==> src/rtl/cfg_bus_pkg.sv <==
// Shared types for the configuration-bus master: opcodes, FSM states and
// the command record carried through the command queue.
package cfg_bus_pkg;

    localparam int unsigned ADDR_W     = 8;
    localparam int unsigned DATA_W     = 32;
    localparam int unsigned BUS_ADDR_W = 32;

    typedef enum logic [1:0] {
        OP_WRITE   = 2'b00,
        OP_READ    = 2'b01,
        OP_POLL    = 2'b10,
        OP_ILLEGAL = 2'b11
    } op_e;

    typedef enum logic [1:0] {
        ST_IDLE,
        ST_ISSUE,
        ST_WAIT_RD,
        ST_RESP
    } state_e;

    typedef struct packed {
        op_e               op;
        logic [ADDR_W-1:0] addr;
        logic [DATA_W-1:0] wdata;
        logic [DATA_W-1:0] mask;
    } cmd_t;

    // POLL compares only the masked bits of the read value and the expected value.
    function automatic logic poll_match(input cmd_t c, input logic [DATA_W-1:0] rdata);
        return (rdata & c.mask) == (c.wdata & c.mask);
    endfunction

endpackage

==> src/rtl/cfg_cmd_fifo.sv <==
// Command queue: DEPTH-entry FIFO of cmd_t with registered full/empty flags.
// A push while full is dropped; a pop while empty is ignored.
module cfg_cmd_fifo
    import cfg_bus_pkg::*;
#(
    parameter int unsigned DEPTH = 4
) (
    input  logic clk,
    input  logic rst,
    input  logic push_i,
    input  cmd_t push_data_i,
    input  logic pop_i,
    output cmd_t head_o,
    output logic full_o,
    output logic empty_o,
    output logic empty_nxt_c
);

    localparam int unsigned PTR_W = (DEPTH > 1) ? $clog2(DEPTH) : 1;
    localparam int unsigned CNT_W = $clog2(DEPTH) + 1;

    cmd_t             mem_q [DEPTH];
    logic [PTR_W-1:0] wr_ptr_q, rd_ptr_q;
    logic [CNT_W-1:0] cnt_q, cnt_d;
    logic             full_q, empty_q;
    logic             wr_en, rd_en;

    assign wr_en       = push_i && !full_q;
    assign rd_en       = pop_i && !empty_q;
    assign head_o      = mem_q[rd_ptr_q];
    assign full_o      = full_q;
    assign empty_o     = empty_q;
    assign empty_nxt_c = (cnt_d == '0);

    always_comb begin
        cnt_d = cnt_q;
        if (wr_en && !rd_en) begin
            cnt_d = cnt_q + CNT_W'(1);
        end else if (rd_en && !wr_en) begin
            cnt_d = cnt_q - CNT_W'(1);
        end
    end

    always_ff @(posedge clk) begin
        if (rst) begin
            wr_ptr_q <= '0;
            rd_ptr_q <= '0;
            cnt_q    <= '0;
            full_q   <= 1'b0;
            empty_q  <= 1'b1;
        end else begin
            if (wr_en) wr_ptr_q <= wr_ptr_q + PTR_W'(1);
            if (rd_en) rd_ptr_q <= rd_ptr_q + PTR_W'(1);
            cnt_q   <= cnt_d;
            full_q  <= (cnt_d == CNT_W'(DEPTH));
            empty_q <= (cnt_d == '0);
        end
    end

    // Storage needs no reset: entries are only read once written.
    always_ff @(posedge clk) begin
        if (wr_en) mem_q[wr_ptr_q] <= push_data_i;
    end

endmodule

==> src/rtl/cfg_bus_master.sv <==
// Configuration-bus master: queues WRITE/READ/POLL commands and executes them
// one at a time on a single-cycle strobe register bus, returning one response each.
module cfg_bus_master
    import cfg_bus_pkg::*;
#(
    parameter int unsigned DEPTH = 4,
    parameter int unsigned TO_W  = 16
) (
    input  logic                  clk,
    input  logic                  rst,
    input  logic                  cmd_valid,
    output logic                  cmd_ready,
    input  logic [1:0]            cmd_op,
    input  logic [ADDR_W-1:0]     cmd_addr,
    input  logic [DATA_W-1:0]     cmd_wdata,
    input  logic [DATA_W-1:0]     cmd_mask,
    input  logic [TO_W-1:0]       poll_max,
    output logic                  rsp_valid,
    input  logic                  rsp_ready,
    output logic [DATA_W-1:0]     rsp_rdata,
    output logic                  rsp_err,
    output logic [BUS_ADDR_W-1:0] cfg_addr,
    output logic [DATA_W-1:0]     cfg_wdata,
    output logic                  cfg_we,
    output logic                  cfg_re,
    input  logic [DATA_W-1:0]     cfg_rdata,
    output logic                  busy
);

    state_e                state_q, state_d;
    cmd_t                  cmd_q, cmd_d;
    logic [TO_W-1:0]       att_q, att_d, att_inc, poll_lim;
    logic                  rsp_valid_q, rsp_valid_d;
    logic [DATA_W-1:0]     rsp_rdata_q, rsp_rdata_d;
    logic                  rsp_err_q, rsp_err_d;
    logic [BUS_ADDR_W-1:0] cfg_addr_q, cfg_addr_d;
    logic [DATA_W-1:0]     cfg_wdata_q, cfg_wdata_d;
    logic                  cfg_we_q, cfg_we_d;
    logic                  cfg_re_q, cfg_re_d;
    logic                  busy_q, busy_d;

    cmd_t fifo_wdata, fifo_head;
    logic fifo_push, fifo_pop, fifo_full, fifo_empty, fifo_empty_nxt;

    always_comb begin
        fifo_wdata.op    = op_e'(cmd_op);
        fifo_wdata.addr  = cmd_addr;
        fifo_wdata.wdata = cmd_wdata;
        fifo_wdata.mask  = cmd_mask;
    end

    assign fifo_push = cmd_valid && !fifo_full;

    cfg_cmd_fifo #(
        .DEPTH (DEPTH)
    ) u_fifo (
        .clk         (clk),
        .rst         (rst),
        .push_i      (fifo_push),
        .push_data_i (fifo_wdata),
        .pop_i       (fifo_pop),
        .head_o      (fifo_head),
        .full_o      (fifo_full),
        .empty_o     (fifo_empty),
        .empty_nxt_c (fifo_empty_nxt)
    );

    // A poll limit of zero still allows one attempt; the counter saturates.
    assign poll_lim = (poll_max == '0) ? TO_W'(1) : poll_max;
    assign att_inc  = (&att_q) ? att_q : att_q + TO_W'(1);

    always_comb begin
        state_d     = state_q;
        cmd_d       = cmd_q;
        att_d       = att_q;
        rsp_rdata_d = rsp_rdata_q;
        rsp_err_d   = rsp_err_q;
        fifo_pop    = 1'b0;

        case (state_q)
            ST_IDLE: begin
                if (!fifo_empty) begin
                    fifo_pop = 1'b1;
                    cmd_d    = fifo_head;
                    att_d    = '0;
                    state_d  = ST_ISSUE;
                end
            end
            ST_ISSUE: begin
                case (cmd_q.op)
                    OP_WRITE: begin
                        rsp_rdata_d = '0;
                        rsp_err_d   = 1'b0;
                        state_d     = ST_RESP;
                    end
                    OP_READ, OP_POLL: begin
                        state_d = ST_WAIT_RD;
                    end
                    OP_ILLEGAL: begin
                        rsp_rdata_d = '0;
                        rsp_err_d   = 1'b1;
                        state_d     = ST_RESP;
                    end
                endcase
            end
            ST_WAIT_RD: begin
                rsp_rdata_d = cfg_rdata;
                rsp_err_d   = 1'b0;
                if (cmd_q.op != OP_POLL || poll_match(cmd_q, cfg_rdata)) begin
                    state_d = ST_RESP;
                end else begin
                    att_d = att_inc;
                    if (att_inc >= poll_lim) begin
                        rsp_err_d = 1'b1;
                        state_d   = ST_RESP;
                    end else begin
                        state_d = ST_ISSUE;
                    end
                end
            end
            ST_RESP: begin
                if (rsp_ready) state_d = ST_IDLE;
            end
        endcase

        // Bus and response outputs are registered from the upcoming state.
        cfg_we_d    = (state_d == ST_ISSUE) && (cmd_d.op == OP_WRITE);
        cfg_re_d    = (state_d == ST_ISSUE) && (cmd_d.op == OP_READ || cmd_d.op == OP_POLL);
        cfg_addr_d  = (cfg_we_d || cfg_re_d) ? BUS_ADDR_W'(cmd_d.addr) : '0;
        cfg_wdata_d = cfg_we_d ? cmd_d.wdata : '0;
        rsp_valid_d = (state_d == ST_RESP);
        busy_d      = (state_d != ST_IDLE) || !fifo_empty_nxt;
    end

    always_ff @(posedge clk) begin
        if (rst) begin
            state_q     <= ST_IDLE;
            cmd_q       <= '0;
            att_q       <= '0;
            rsp_valid_q <= 1'b0;
            rsp_rdata_q <= '0;
            rsp_err_q   <= 1'b0;
            cfg_addr_q  <= '0;
            cfg_wdata_q <= '0;
            cfg_we_q    <= 1'b0;
            cfg_re_q    <= 1'b0;
            busy_q      <= 1'b0;
        end else begin
            state_q     <= state_d;
            cmd_q       <= cmd_d;
            att_q       <= att_d;
            rsp_valid_q <= rsp_valid_d;
            rsp_rdata_q <= rsp_rdata_d;
            rsp_err_q   <= rsp_err_d;
            cfg_addr_q  <= cfg_addr_d;
            cfg_wdata_q <= cfg_wdata_d;
            cfg_we_q    <= cfg_we_d;
            cfg_re_q    <= cfg_re_d;
            busy_q      <= busy_d;
        end
    end

    assign cmd_ready = !fifo_full;
    assign rsp_valid = rsp_valid_q;
    assign rsp_rdata = rsp_rdata_q;
    assign rsp_err   = rsp_err_q;
    assign cfg_addr  = cfg_addr_q;
    assign cfg_wdata = cfg_wdata_q;
    assign cfg_we    = cfg_we_q;
    assign cfg_re    = cfg_re_q;
    assign busy      = busy_q;

endmodule
==> config.mk <==
export PLATFORM = sky130hd
export DESIGN_NAME = cfg_bus_master
export DESIGN_NICKNAME = d
export VERILOG_FILES = /design/src/rtl/cfg_bus_pkg.sv /design/src/rtl/cfg_cmd_fifo.sv /design/src/rtl/cfg_bus_master.sv
export SDC_FILE = /design/constraint.sdc
export NUM_CORES = 1
export LEC_CHECK = 0
export CELL_PAD_IN_SITES_DETAIL_PLACEMENT = 1
export CELL_PAD_IN_SITES_GLOBAL_PLACEMENT = 1
export CORE_ASPECT_RATIO = 0.8
export CORE_UTILIZATION = 40
export DETAILED_ROUTE_END_ITERATION = 16
export PLACE_DENSITY_LB_ADDON = 0.12
export SETUP_SLACK_MARGIN = 0.4
export SLEW_MARGIN = 0
export SYNTH_ARGS = -nofsm -noshare
export SYNTH_HDL_FRONTEND = slang
export SYNTH_HIERARCHICAL = 1
export SYNTH_SLANG_ARGS = --single-unit
==> constraint.sdc <==
create_clock -name clk -period 3.6 [get_ports clk]
set_clock_uncertainty 0.15 [all_clocks]
set_input_delay 0.36 -clock clk [delete_from_list [all_inputs] [get_ports clk]]
set_output_delay 0.36 -clock clk [all_outputs]
set_load 0.1 [all_outputs]
Word level (Yosys, flattened, before mapping)
Memories as Yosys holds them, arrays and structs flattened. A register that Yosys moved wholly into a read port is not among the register bits.
Index checks and enable logic that the tools add are counted.

word-level totals
  flip-flop bits (word level) = 202
  latch bits = 0
  RAM bits = 296
  ROM bits = 0
  input port bits = 126
  word-level logic and storage cells = 109
  memories kept = 1

memories
  memory        depth  bits a word  read ports  clocked after memory_dff  write ports  line                text
  u_fifo.mem_q  4      74           1           1                         1            cfg_cmd_fifo.sv:22  cmd_t mem_q [DEPTH];

cells by class
  $add $sub $neg = 5
  $mul = 0
  divide/modulo/power cells = 0
  $lt $le $gt $ge = 1
  equality and inequality tests = 17
  shift operators = 0
  mux-type cells = 27
  bitwise logic cells = 5
  reduce and logical (&&, ||, !) cells = 33

operators with widths
  kind                                                  count
  2-to-1 mux 74 bit                                     2
  bitwise AND 32 bit                                    2
  2-to-1 mux 16 bit                                     4
  one-hot mux 32 bit (2 select lines)                   1
  equality test 32 bit                                  1
  2-to-1 mux 32 bit                                     1
  one-hot mux 16 bit (2 select lines)                   1
  adder 16 x 1 -> 16 bit (second input constant)        1
  >= comparator 16 bit                                  1
  logical NOT 16 bit                                    1
  AND reduction 16 bit                                  1
  equality test 2 bit (second input constant)           6
  2-to-1 mux 2 bit                                      6
  equality test 2 x 1 -> 1 bit (second input constant)  4
  != test 2 bit (second input constant)                 4
  one-hot mux 2 bit (4 select lines)                    1
  OR reduction 2 bit                                    4
  logical AND 1 bit                                     7
  logical NOT 2 bit                                     3
  2-to-1 mux 1 bit                                      6
  2-to-1 mux 3 bit                                      2
  AND reduction 2 bit                                   3
  nonzero test 2 bit                                    3
  logical NOT 1 bit                                     5
  other kinds (11)                                      18

Depth between registers and ports, before layout
Gate-level depths: netlist of run 1.

  word-level depth = 11
  depth in mapped cells = 16

Modules after synthesis
Netlist of run 1, hierarchy kept.

by module, submodules not included
  module          times used  cells an instance  area an instance (µm²)  sequential area each (µm²)
  cfg_cmd_fifo    1           457                11,320.9                9,108.7
  cfg_bus_master  1           788                7,051.8                 3,383.2

Worst setup path before layout of run 1
Ideal clock, no wire load.

  path type = register to register
  start = reg att_q[0]
  end = reg cfg_addr_q[0], in the netlist cfg_addr[0]
  library setup time = 0.092 ns
  arrival time = 3.097 ns
  required time = 3.358 ns
  slack = 0.261 ns
  stages on the path, launching flop included = 16
  buffers on the path = 2
  cells stage by stage = dfxtp_1 ha_1 nand3_1 nor4_1 or3_1 and2_1 or2_2 ha_1 a21oi_1 o21ai_0 a21oi_1 nand3_1 o311a_1 buf_4 buf_6 nor4_1

on the way
  word-level cells in the longest chain between the ends = 11

ends and longest elaborated chain
  element                                                                line                                          text
  start: declaration                                                     cfg_bus_master.sv:32                          logic [TO_W-1:0] att_q, att_d, att_inc, poll_lim;
  start signal: assignment                                               cfg_bus_master.sv:151                         att_q <= att_d;
  adder 16 x 1 -> 16 bit / AND reduction 16 bit (equally long branches)  cfg_bus_master.sv:70                          assign att_inc = (&att_q) ? att_q : att_q + TO_W'(1);
  2-to-1 mux 16 bit *                                                    cfg_bus_master.sv:70
  >= comparator 16 bit *                                                 cfg_bus_master.sv:113                         if (att_inc >= poll_lim) begin
  2-to-1 mux 2 bit *                                                     cfg_bus_master.sv:113
  2-to-1 mux 2 bit *                                                     cfg_bus_master.sv:109                         if (cmd_q.op != OP_POLL || poll_match(cmd_q, cfg_rdata)) begin
  one-hot mux 2 bit (4 select lines) *                                   cfg_bus_master.sv:80                          case (state_q)
  equality test 2 x 1 -> 1 bit *                                         cfg_bus_master.sv:127, cfg_bus_master.sv:128
  logical AND 1 bit, on equally long branches                            cfg_bus_master.sv:127, cfg_bus_master.sv:128
  logical OR 1 bit *                                                     cfg_bus_master.sv:129                         cfg_addr_d = (cfg_we_d || cfg_re_d) ? BUS_ADDR_W'(cmd_d.addr) : '0;
  NOT 1 bit (no line) *                                                  --
  OR reduction 2 bit (no line) *                                         --
  end signal: assignment                                                 cfg_bus_master.sv:155                         cfg_addr_q <= cfg_addr_d;
  end: declaration                                                       cfg_bus_master.sv:36                          logic [BUS_ADDR_W-1:0] cfg_addr_q, cfg_addr_d;

Mark *: on every way between the ends. The rest lies on a longest branch, timed or not.
A chain may end at the register's enable or synchronous reset.

Worst setup path after layout of run 1
  start = reg att_q[1]
  end = reg cfg_wdata_q[12], in the netlist cfg_wdata[12]

on the way
  word-level cells in the longest chain between the ends = 10

ends and longest elaborated chain
  element                                                                line                   text
  adder 16 x 1 -> 16 bit / AND reduction 16 bit (equally long branches)  cfg_bus_master.sv:70
  2-to-1 mux 16 bit *                                                    cfg_bus_master.sv:70
  >= comparator 16 bit *                                                 cfg_bus_master.sv:113
  2-to-1 mux 2 bit *                                                     cfg_bus_master.sv:113
  2-to-1 mux 2 bit *                                                     cfg_bus_master.sv:109
  one-hot mux 2 bit (4 select lines) *                                   cfg_bus_master.sv:80
  equality test 2 x 1 -> 1 bit *                                         cfg_bus_master.sv:127  cfg_we_d = (state_d == ST_ISSUE) && (cmd_d.op == OP_WRITE);
  logical AND 1 bit *                                                    cfg_bus_master.sv:127
  NOT 1 bit (no line) *                                                  --
  OR reduction 2 bit (no line) *                                         --
  end signal: assignment                                                 cfg_bus_master.sv:156  cfg_wdata_q <= cfg_wdata_d;
  end: declaration                                                       cfg_bus_master.sv:37   logic [DATA_W-1:0] cfg_wdata_q, cfg_wdata_d;

Marks and branches as above.

==> results of run 1 <==
synth_stat cells (all sizes together), types with 10 or more instances:
master | count | share of area [%]
mux4 | 74 | 9.1
o211ai | 10 | 0.41
dfxtp | 180 | 20
ha | 26 | 1.8
nor4 | 15 | 0.63
o21ai | 10 | 0.27
nand3 | 12 | 0.33
edfxtp | 296 | 48
a21oi | 63 | 1.7
nand2 | 99 | 2.0
nor2 | 97 | 2.0
inv | 31 | 0.63
mux2i | 39 | 2.1
nor3 | 35 | 0.95
buf | 57 | 2.2
clkbuf | 33 | 0.68
a22oi | 48 | 2.0
xor2 | 37 | 1.8
through the flow:
step | hold slack (ns) | util (%) | area [um^2] | TNS, ns
2_1_floorplan | 0.286 | - | 18500 | 0
3_3_place_gp | 0.292 | 47.1 | 21200 | 0
3_5_place_dp | 0.300 | 47.1 | 21200 | -1.29
4_1_cts | 0.188 | 51.8 | 23200 | 0
5_1_grt | 0.218 | 52.5 | 23600 | 0
6_report | 0.212 | 52.5 | 23600 | 0
worst reg2reg max path, cell delays in order (launching register included):
cell and delay, ns:
dfxtp_4 0.36, ha_4 0.18, nand3_4 0.12, nor4_2 0.06, or3_4 0.37, nor2_4 0.14, xor2_2 0.16, ha_1 0.28
buf_4 0.14, nand4_1 0.09, nor2_2 0.07, a21oi_2 0.15, nand3_2 0.12, o311a_4 0.38, buf_6 0.16, clkbuf_16 0.17
nor3_2 0.16
worst paths after layout:
path | endpoint | slack (ns) | cells past startpoint
setup reg to reg | cfg_wdata[12]$_SDFF_PP0_ | 0.28 | 16
setup / recovery | cfg_wdata[12]$_SDFF_PP0_ | 0.28 | 16
hold / removal | cmd_q[40]$_SDFF_PP0_ | 0.21 | 3
hold reg to reg | cmd_q[6]$_SDFFE_PP0P_ | 0.31 | 2
cell type report:
class / count / area, um^2
multi-input cells: 670 / 5890
repair buffers: 267 / 2740
well taps: 603 / 754
fillers: 4330 / 21300
flip-flops and latches: 476 / 12500
clock inverters: 25 / 210
diodes: 1 / 2.50
inverters: 32 / 120
clock buffers: 65 / 1350
flip-flops by register name, summed over array words and instances (netlist names), 2 cells and up, named ones only:
register	cells
u_fifo/cnt_q	3
rsp_rdata	32
state_q	2
u_fifo/rd_ptr_q	2
cmd_q	74
cfg_wdata	32
cfg_addr	8
u_fifo/wr_ptr_q	2
u_fifo/mem_q	296
att_q	16
cell families after synthesis:
group	after synthesis	synth area share [%]
other	1	0.0204
buffers and inverters	122	3.58
adders and majority gates	26	1.77
xor gates and xnor gates	46	2.23
DFF	476	68.0
AOI/OAI and AO/OA	155	5.44
muxes	114	11.3
and+or+nand+nor	305	7.71
timing repair:
item | CTS | global route
gates cloned | 3 | 1
pin swaps | 26 | 19
gates resized for setup | 62 | 52
endpoints found under the setup margin | 45 | 45
setup buffers | 18 | 6
layout by cell type, fill, tap and decap left out, types with 8 or more instances in the layout:
master / count
edfxtp_1: 296
clkdlybuf4s50_1: 202
dfxtp_1: 171
nand2_1: 97
nor2_1: 92
mux4_2: 74
a21oi_1: 54
clkbuf_16: 49
a22oi_1: 48
buf_4: 46
mux2i_1: 39
xor2_1: 35
inv_1: 30
conb_1: 24
ha_1: 22
nor3_2: 19
nor3_4: 11
buf_12: 11
o211ai_1: 10
clkinv_1: 10
nand4_1: 9
clkbuf_1: 9
o21ai_0: 8
xnor2_1: 8
a21oi_2: 8
clkbuf_8: 8
metal layers:
metal / vias to the layer above / global-route usage, % / wire length (um)
met1: 5743 / 30.7 / 22800
met2: 296 / 32.7 / 23300
met5: - / 0 / 22
met4: 4 / 5.31 / 893
met3: 66 / 4.62 / 3100
li1: 5104 / - / -
power groups by stage:
stage                     combinational [W]  clock, W  sequential [W]
after global routing                0.00620   0.00522         0.00712
after floorplan                     0.00259         0         0.00805
after CTS                           0.00562   0.00501         0.00705
final                               0.00585   0.00487         0.00704
after global placement              0.00518         0         0.00711
after detailed placement            0.00521         0         0.00715
==> impl_metrics.csv, run 1 <==
group,metric,value,unit
outcome,status,"finished clean",
drt,drc,0,
global_routing,antenna_found_initial,3,
drt,wl_per_cell,23.4,um
worst_setup_path,worstPathMaxFanout,6,
sta,drv_slew,0,
global_routing,grt_start_max_net_pins,93,
sta,setup_ws,0.285,ns
worst_setup_path,worstSetupPathType,"register to register",
pwr,clockPowerShare,27.4,%
place,dp.cells,2020,
worst_setup_path,crit_buf_inv,3,
drt,ant_nets,0,
yosys,synth_seq_cells,476,
die,dieArea,46800,um^2
yosys,synth_edf_count,296,
clock_tree,path_clk_slew,0.06,ns
drt,viasPerCell,5.24,
min_path,hp-class,"input pin to register",
clock_tree,h-tree-depth,2,
yosys,syn-instance-count,1245,
drt,drtPass1Iterations,5,
final_layout,synthToLayoutAreaGrowth,28.4,%
worst_setup_path,worstReg2RegStart,"att_q[1]$_SDFFE_PP0P_",
sta,max_slew_margin,18.5,%
pwr,swShare,36.0,%
sta,max_slew.worst_pin.slew,1.21,ns
die,die_w,242,um
yosys,yosysSeqAreaShare,68.0,%
worst_setup_path,arrival,3.66,ns
yosys,yosysWarnings,6,
final_layout,drive_above_1_share,20.6,%
clock_tree,clk_latency,0.58,ns
drt,wirelength,50.1,mm
final_layout,nNetsFinal,1647,
global_routing,grt_overflow,0,
min_path,min_from,"rst",
place,dp_slack,-0.113,ns
die,pin_count,228,
die,die_h,194,um
global_routing,grt_pass1_wl,75.0,mm
pwr,seqPwrFrac,39.7,%
global_routing,grt_pass1_vias,11700,
worst_setup_path,startpoint_type,"register",
sta,fmax,0.302,GHz
die,start_util,40.9,%
die,coreArea,44900,um^2
global_routing,grt_use_total,21.3,%
worst_setup_path,cp_slowest_cell,"o311a_4",
drt,drt-initial-drc-count,757,
worst_setup_path,worstSetupEndpointType,"register",
clock_tree,cts_hold_buf,0,
place,portBuffers,203,
flow_run,cap_violations,0,
yosys,syn-cell-area,18400,um^2
sta,setup_violations,0,
die,fp-row-count,69,
clock_tree,cts_tree,"done",
pwr,ir_drop,402,uV
worst_setup_path,required,3.95,ns
sta,post-route-period-util,92.1,%
clock_tree,cts_inserted_buffers,48,
worst_setup_path,critPathMaxStageDelay,0.38,ns
sta,rsz0062_at_grt,"yes",
clock_tree,cts_max_path_buffers,3,
final_layout,layoutNonFillerInstCount,2139,
yosys,synthArstFlopShare,0,%
place,gp_congestion,0.772,
yosys,synth_ff_type,"edfxtp_1",
pwr,leakagePower,8.28,nW
place,hpwlAfterDp,32.1,mm
worst_setup_path,cp_top_family,"simple AND/OR/NAND/NOR gates",
pwr,power.switching,0.00640,W
worst_setup_path,critPathLaunch,"att_q[1]$_SDFFE_PP0P_",
clock_tree,cts_sinks,476,
pwr,power_frac_comb,32.9,%
yosys,avgSynthCellArea,14.8,um^2
pwr,power,0.0178,W
yosys,synth.distinct_cells,58,
sta,period_needed,3.32,ns
pwr,p_per_area,753,nW/um^2
pwr,p_int,0.0114,W
sta,hold_viol_final,0,
clock_tree,cts_root_buf,"clkbuf_16",
drt,vias,11200,
worst_setup_path,cp_cell_sequence,"ha_4 -> nand3_4 -> nor4_2 -> or3_4 -> nor2_4 -> xor2_2 -> ha_1 -> buf_4 -> nand4_1 -> nor2_2 -> a21oi_2 -> nand3_2 -> o311a_4 -> buf_6 -> clkbuf_16 -> nor3_2",
(Power assumes the default switching activity.)
==> run 2: changes to the inputs <==
Settings changed: CTS_CLUSTER_DIAMETER from default to 50.
==> impl_metrics.csv, run 2 (synthesis gave the netlist of run 1 again) <==
group,metric,value,unit
clock_tree,clk_latency,0.57,ns
global_routing,grt_pass1_wl,75.1,mm
drt,ant_nets,0,
die,start_util,40.9,%
worst_setup_path,crit_buf_inv,4,
pwr,seqPwrFrac,39.3,%
die,pin_count,228,
clock_tree,cts_max_path_buffers,3,
die,dieArea,46800,um^2
worst_setup_path,worstSetupEndpointType,"register",
pwr,power_frac_comb,32.5,%
pwr,p_int,0.0115,W
global_routing,grt_pass1_vias,11600,
clock_tree,path_clk_slew,0.06,ns
sta,fmax,0.301,GHz
drt,vias,11200,
sta,hold_viol_final,0,
global_routing,grt_overflow,0,
worst_setup_path,arrival,3.63,ns
die,die_w,242,um
worst_setup_path,cp_slowest_cell,"o311a_4",
final_layout,diodes,0,
drt,wirelength,50.2,mm
place,dp_slack,-0.113,ns
worst_setup_path,worstPathMaxFanout,5,
global_routing,antenna_found_initial,1,
drt,drt-initial-drc-count,738,
outcome,status,"finished clean",
pwr,clockPowerShare,28.2,%
pwr,p_per_area,759,nW/um^2
clock_tree,h-tree-depth,2,
pwr,leakagePower,8.31,nW
final_layout,synthToLayoutAreaGrowth,28.5,%
pwr,ir_drop,420,uV
clock_tree,cts_sinks,476,
drt,wl_per_cell,23.4,um
worst_setup_path,required,3.91,ns
global_routing,grt_use_total,21.3,%
min_path,hp-class,"input pin to register",
sta,max_slew_margin,26.2,%
pwr,swShare,35.7,%
place,portBuffers,203,
worst_setup_path,startpoint_type,"register",
worst_setup_path,critPathMaxStageDelay,0.38,ns
place,hpwlAfterDp,32.1,mm
final_layout,final.fill_count,4311,
die,fp-row-count,69,
final_layout,top_regs,"u_fifo/mem_q: 296 flops, cmd_q: 74 flops",
clock_tree,cts_tree,"done",
drt,drc,0,
sta,drv_slew,0,
final_layout,drive_above_1_share,20.4,%
worst_setup_path,cp_top_family,"simple AND/OR/NAND/NOR gates",
sta,period_needed,3.32,ns
sta,setup_violations,0,
sta,setup_ws,0.279,ns
die,coreArea,44900,um^2
pwr,power.switching,0.00639,W
final_layout,final_util,52.6,%
final_layout,mostFrequentLayoutCell,"edfxtp_1",
clock_tree,cts_inserted_buffers,50,
drt,viasPerCell,5.24,
final_layout,final_cell_mix,"edfxtp_1, clkdlybuf4s50_1, dfxtp_1",
sta,max_slew.worst_pin.slew,1.10,ns
worst_setup_path,worstSetupPathType,"register to register",
global_routing,grt_start_max_net_pins,93,
sta,rsz0062_at_grt,"yes",
final_layout,largest_register_ffs,296,
clock_tree,cts_root_buf,"clkbuf_16",
final_layout,nNetsFinal,1650,
flow_run,cap_violations,0,
place,gp_congestion,0.772,
worst_setup_path,cp_cell_sequence,"buf_6 -> nand4_1 -> buf_4 -> nor4_4 -> and3_4 -> nand3_2 -> o21a_1 -> ha_4 -> nand4_1 -> nor2_2 -> a21oi_2 -> nand3_2 -> o311a_4 -> buf_12 -> buf_16 -> and2b_1",
final_layout,max_flop_register,"u_fifo/mem_q",
sta,post-route-period-util,92.3,%
die,die_h,194,um
drt,drtPass1Iterations,5,
## run 2: through the flow
| stage | TNS, ns | power, W | hold slack (ns) | cells | cell area (um^2) |
|---|---|---|---|---|---|
| final | 0 | 0.0179 | 0.224 | 2142 | 23600 |
| after global routing | 0 | 0.0187 | 0.234 | 2142 | 23600 |
| after detailed placement | -1.29 | 0.0124 | 0.300 | 2020 | 21200 |
| after CTS | 0 | 0.0178 | 0.208 | 2134 | 23300 |
| after floorplan | 0 | 0.0106 | 0.286 | 1268 | 18500 |
| after global placement | 0 | 0.0123 | 0.292 | 2020 | 21200 |
## run 2: timing repair
item,4_1_cts,5_1_grt
pin swaps,34,13
cloned,3,1
buffers inserted,18,7
gates resized for setup,58,49
hold buffers,0,0
endpoints found under the hold margin,0,0
setup endpoints to repair,45,45
## run 2: power by group through the flow
stage / registers (W) / clock network (W) / logic [W]
2_1_floorplan: 0.00805 / 0 / 0.00259
3_3_place_gp: 0.00711 / 0 / 0.00518
3_5_place_dp: 0.00715 / 0 / 0.00521
4_1_cts: 0.00705 / 0.00518 / 0.00560
5_1_grt: 0.00712 / 0.00539 / 0.00618
6_report: 0.00705 / 0.00505 / 0.00583
## run 2: cell type report
class | count | area [um^2] | area share, %
multi-input combinational | 670 | 5860 | 24.8
clock inverter | 21 | 175 | 0.742
timing repair buffer | 268 | 2740 | 11.6
sequential | 476 | 12500 | 53.0
clock buffer | 72 | 1450 | 6.12
inverter | 32 | 120 | 0.509
tap | 603 | 754 | 3.19
## run 2: worst paths after layout
kind / from / to / slack, ns / cells after the start
worst min-delay path: rst / cmd_q[40]$_SDFF_PP0_ / 0.22 / 3
worst min register to register: cmd_q[6]$_SDFFE_PP0P_ / cmd_q[6]$_SDFFE_PP0P_ / 0.31 / 2
worst max-delay path: att_q[0]$_SDFFE_PP0P_ / state_q[1]$_SDFF_PP0_ / 0.28 / 16
worst max register to register: att_q[0]$_SDFFE_PP0P_ / state_q[1]$_SDFF_PP0_ / 0.28 / 16
## run 2: routing by layer
layer,wire (um),vias to the layer above,GRT usage (%)
li1,-,5107,-
met1,23200,5786,30.9
met2,23400,259,33.0
met3,2520,69,4.30
met4,1000,2,4.86
met5,13,-,0
## run 2: worst reg2reg max path: stages (launching register included)
cell and delay [ns]:
dfxtp_4 0.36, buf_6 0.10, nand4_1 0.15, buf_4 0.20, nor4_4 0.26, and3_4 0.25
nand3_2 0.07, o21a_1 0.16, ha_4 0.23, nand4_1 0.12, nor2_2 0.08, a21oi_2 0.15
nand3_2 0.12, o311a_4 0.38, buf_12 0.16, buf_16 0.15, and2b_1 0.15
